**config.mk**
```make
export PLATFORM = sky130hd
export DESIGN_NAME = timer_cmp_irq
export DESIGN_NICKNAME = d
export VERILOG_FILES = /design/src/rtl/timer_cmp_irq_pkg.sv /design/src/rtl/timer_cmp_irq.sv
export SDC_FILE = /design/constraint.sdc
export NUM_CORES = 1
export LEC_CHECK = 0
export ABC_AREA = 1
export CORE_MARGIN = 4
export CORE_UTILIZATION = 35
export DETAILED_ROUTE_END_ITERATION = 7
export DONT_BUFFER_PORTS = 1
export HOLD_SLACK_MARGIN = 0.05
export PLACE_DENSITY = 0.48
export SYNTH_ARGS = -nofsm -noshare
export SYNTH_HDL_FRONTEND = slang
export SYNTH_SLANG_ARGS = --single-unit
```
**constraint.sdc**
```tcl
create_clock -name clk -period 2.7 [get_ports clk]
set_clock_uncertainty 0.15 [all_clocks]
set_input_delay 0.54 -clock clk [delete_from_list [all_inputs] [get_ports clk]]
set_output_delay 0.54 -clock clk [all_outputs]
set_load 0.05 [all_outputs]
```
**src/rtl/timer_cmp_irq_pkg.sv**
```systemverilog
// Shared timer definitions: register select bit positions and compare reset value.
package timer_cmp_irq_pkg;

    localparam int unsigned DATA_W   = 32;
    localparam int unsigned CNT_W    = 2 * DATA_W;

    // One-hot register select bit indices (shared with the counter block)
    localparam int unsigned SEL_TDR0  = 1;
    localparam int unsigned SEL_TDR1  = 2;
    localparam int unsigned SEL_TCMP0 = 3;
    localparam int unsigned SEL_TCMP1 = 4;
    localparam int unsigned SEL_TIER  = 5;
    localparam int unsigned SEL_TISR  = 6;

    // Compare register comes out of reset at all-ones
    localparam logic [CNT_W-1:0] TCMP_RST = '1;

endpackage

```
**src/rtl/timer_cmp_irq.sv**
```systemverilog
// Timer compare/interrupt block: 64-bit compare register, sticky match flag,
// interrupt enable, registered read mux with coherent high-word snapshot.
module timer_cmp_irq
    import timer_cmp_irq_pkg::*;
#(
    parameter int unsigned DATA_SIZE = DATA_W,
    parameter int unsigned CNT_SIZE  = 2 * DATA_SIZE
) (
    input  logic                 clk,
    input  logic                 rst_n,
    input  logic                 wr_en,
    input  logic                 rd_en,
    input  logic [7:0]           reg_sel,
    input  logic [DATA_SIZE-1:0] wdata,
    input  logic [CNT_SIZE-1:0]  cnt,
    output logic [DATA_SIZE-1:0] rdata,
    output logic                 irq
);

    logic [CNT_SIZE-1:0]  r_tcmp;
    logic                 r_tier;
    logic                 r_tisr;
    logic [DATA_SIZE-1:0] r_snap;
    logic [DATA_SIZE-1:0] r_rdata;

    logic                 w_match;
    logic                 w_tisr_clr;
    logic [DATA_SIZE-1:0] w_rd_mux;

    // Match against the compare value registered before this edge
    always_comb begin
        w_match    = (cnt == r_tcmp);
        w_tisr_clr = wr_en && reg_sel[SEL_TISR] && wdata[0];
    end

    // Read mux: sources are all pre-write register values
    always_comb begin
        w_rd_mux = '0;
        if (reg_sel[SEL_TDR0])
            w_rd_mux = cnt[DATA_SIZE-1:0];
        else if (reg_sel[SEL_TDR1])
            w_rd_mux = r_snap;
        else if (reg_sel[SEL_TCMP0])
            w_rd_mux = r_tcmp[DATA_SIZE-1:0];
        else if (reg_sel[SEL_TCMP1])
            w_rd_mux = r_tcmp[CNT_SIZE-1:DATA_SIZE];
        else if (reg_sel[SEL_TIER])
            w_rd_mux = {{(DATA_SIZE-1){1'b0}}, r_tier};
        else if (reg_sel[SEL_TISR])
            w_rd_mux = {{(DATA_SIZE-1){1'b0}}, r_tisr};
    end

    // Compare register halves and interrupt enable writes
    always_ff @(posedge clk or negedge rst_n) begin
        if (!rst_n) begin
            r_tcmp <= TCMP_RST;
            r_tier <= 1'b0;
        end else if (wr_en) begin
            if (reg_sel[SEL_TCMP0])
                r_tcmp[DATA_SIZE-1:0] <= wdata;
            if (reg_sel[SEL_TCMP1])
                r_tcmp[CNT_SIZE-1:DATA_SIZE] <= wdata;
            if (reg_sel[SEL_TIER])
                r_tier <= wdata[0];
        end
    end

    // Sticky status flag: match set takes priority over write-1-clear
    always_ff @(posedge clk or negedge rst_n) begin
        if (!rst_n)
            r_tisr <= 1'b0;
        else if (w_match)
            r_tisr <= 1'b1;
        else if (w_tisr_clr)
            r_tisr <= 1'b0;
    end

    // Registered read data; a TDR0 read also latches the counter high word
    always_ff @(posedge clk or negedge rst_n) begin
        if (!rst_n) begin
            r_rdata <= '0;
            r_snap  <= '0;
        end else if (rd_en) begin
            r_rdata <= w_rd_mux;
            if (reg_sel[SEL_TDR0])
                r_snap <= cnt[CNT_SIZE-1:DATA_SIZE];
        end
    end

    // Outputs driven straight from registers
    always_comb begin
        rdata = r_rdata;
        irq   = r_tisr & r_tier;
    end

endmodule

```
==> metrics <==
diode count=0; unrepaired setup endpoints after global routing=no; Final Hold Fails=112; max frequency=540 MHz; Design Area, Final=7920 µm²; Lkg Pwr=3.86 nW; synthesis-stage register bit count=130; Setup CP Type=flop to output port; GRT Overall Usage=18.5%; Peak VDD IR=371 µV; Area Growth Syn to Fin=12.6%; vias in the first global route=5,728; Yosys cell types=28; TritonCTS clock tree=yes; pre-CTS setup slack=854 ps; Worst slew margin=51.1%; die area=22,400 µm²; area of the multi-input gates=2900 µm²; worst setup margin=847 ps; Critical Path Start Type=flop; failing checks=hold timing; most frequent cells in the layout=nand2_1 (323), inv_1 (143), o21ai_0 (113); Cell Area, Synth=7030 µm²; gpl congestion=0.780; Max-Cap Viols=0; Root Driver=clkbuf_16; CTS resizes=0; Starting Density=35.9%; Syn Nets=1,040; pin count of the biggest net entering global routing=131; DRT iter0 DRCs=274; Worst EP required=2010 ps; initial antenna violation count=0; first-pass GRT wire length=31.8 mm; Hold Slack=-320 ps; count of pins over their slew limit=0; final setup vio count=0; Core ar.=19,600 µm²; drt drc=0; Layout Nets=1,025; Reg2Reg Depth=10; Storage cell area=3330 µm²; period utilisation layout=68.6%; Die Y-Extent=150 µm; width of the die=150 µm; Routed WL per cell=16.7 µm; CTS Buf Count=17; layout cells sized above 1=14.1%; Synthesis Warnings=0; share of the core filled with cells=40.4%; Total Routed Length=20.0 mm; vias per cell=4.75; min Tclk post-route=1850 ps; sequential fraction of design power=44.8%; CTS sink cnt=130; IO Count=141; cells after synthesis=932; outcome=complete, but fails checks; port bufs=0; Critical Path AT=1160 ps; Sw Share=29.0%; clock transition at the registers of the reported paths=60 ps; Worst-Skew Late Latency=410 ps; H-tree levels=4; Clk pwr share=43.6%; crit end category=output port; sequential area share after synthesis=47.4%; Vias=5,679; Avg Cell Area, Syn=7.54 µm²; First-pass DRT Iterations=5; cell total after placement=1,163; sw power=1.74 mW; Detail Route Antenna Nets=0; Power per Cell Area=759 nW/µm²; gr ovfl total=0; Placed Area=7250 µm²; Int Power=4.27 mW; commonest non-fill, non-tap cell in the layout=nand2_1; # rows=51; filler instances=2,036; Finished Layout Cells=1,195; Detailed Place HPWL=13.4 mm; Max Root-Sink Buffers=2; Sum Neg Setup Slack=0 ps; worst slew pin tran=732 ps; Max FO, Critical Path=3; Hold Crit Class=input port to async pin; Comb pwr share=11.6%
-- cell usage after synthesis --
master    instances  area share (%)
o221ai_2          1            0.21
o21ai_2           3            0.37
dfstp_2          64              24
o221ai_1         21             2.6
buf_4             5            0.53
inv_4             1           0.089
buf_2            14             1.0
a31oi_1           1           0.089
mux2_2            2            0.32
dfrtp_1          66              23
o211ai_2         10             1.8
buf_6             6            0.96
clkbuf_1         17            0.91
o211ai_1         27             2.9
xor2_1            9             1.1
nor2_1           63             3.4
inv_1           143             7.6
nand3_1          15             1.1
nor2_4            1            0.16
o21ai_0         113             8.0
a21oi_1          11            0.78
nand3_2           2            0.28
nand2_2           3            0.27
inv_2             2            0.11
o21ai_1           7            0.50
clkbuf_2          1           0.071
nand2_1         323              17
nand2_4           1            0.16
-- cell families (layout without fill, tap and decap cells) --
group	count (synthesis)	in the layout	synth area share, %
AOI/OAI and AO/OA	194	194	17.3
xor gates and xnor gates	9	9	1.12
buffers and inverters	189	187	11.3
DFF	130	130	47.4
and+or+nand+nor	408	408	22.6
muxes	2	2	0.320
-- sequential cells by signal, indices dropped and copies added (netlist names) --
name / flops
r_tcmp: 64
r_snap: 32
rdata: 32
r_tier: 1
r_tisr: 1
-- critical path: stages, from the launching register on --
cell and delay (ps):
dfrtp_1 370, nand2_1 60, inv_1 320
-- final cells by class --
class,instances,area share [%]
well taps,265,4.19
inverters,146,6.95
multi-input cells,613,36.7
repair buffers,9,1.64
flip-flops and latches,130,42.1
clock inverters,12,2.56
clock buffers,20,5.90
-- per-stage QoR --
step / total power, mW / hold slack, ps
floorplan: 3.24 / 94.4
global placement: 3.42 / 101
detailed placement: 3.44 / 100
CTS: 6.09 / -347
global route: 6.32 / -360
finish: 6.01 / -320
-- repair_timing --
action,4_1_cts,5_1_grt
buffers inserted,0,0
endpoints found under the setup margin,0,0
endpoints found under the hold margin,130,130
-- path summary, 6_finish.rpt --
check	start	end	slack, ps
hold reg to reg	r_snap[15]$_DFFE_PN0P_	r_snap[15]$_DFFE_PN0P_	340
setup reg to reg	r_tcmp[54]$_DFFE_PN1P_	r_tisr$_DFFE_PN0P_	1060
max in group asynchronous	rst_n	r_tcmp[40]$_DFFE_PN1P_	2360
setup / recovery	r_tier$_DFFE_PN0P_	irq	850
hold / removal	rst_n	rdata[6]$_DFFE_PN0P_	-320
min in group clk	reg_sel[5]	r_tier$_DFFE_PN0P_	70
-- per-layer routing --
layer  global-route usage (%)  wire length [µm]  vias up
met5                        0                 0        -
met4                     3.43               125        0
met2                     30.2              9450      125
met3                     6.45              1560       10
met1                     24.1              8880     2631
li1                         -                 -     2913
-- power groups by stage --
| stage | registers [mW] | logic (mW) | clock network, mW |
|---|---|---|---|
| floorplan | 2.67 | 0.577 | 0 |
| global placement | 2.72 | 0.699 | 0 |
| detailed placement | 2.73 | 0.709 | 0 |
| CTS | 2.70 | 0.712 | 2.69 |
| global route | 2.73 | 0.828 | 2.76 |
| finish | 2.69 | 0.697 | 2.62 |
Note: power is estimated with default switching activity, not from simulation.
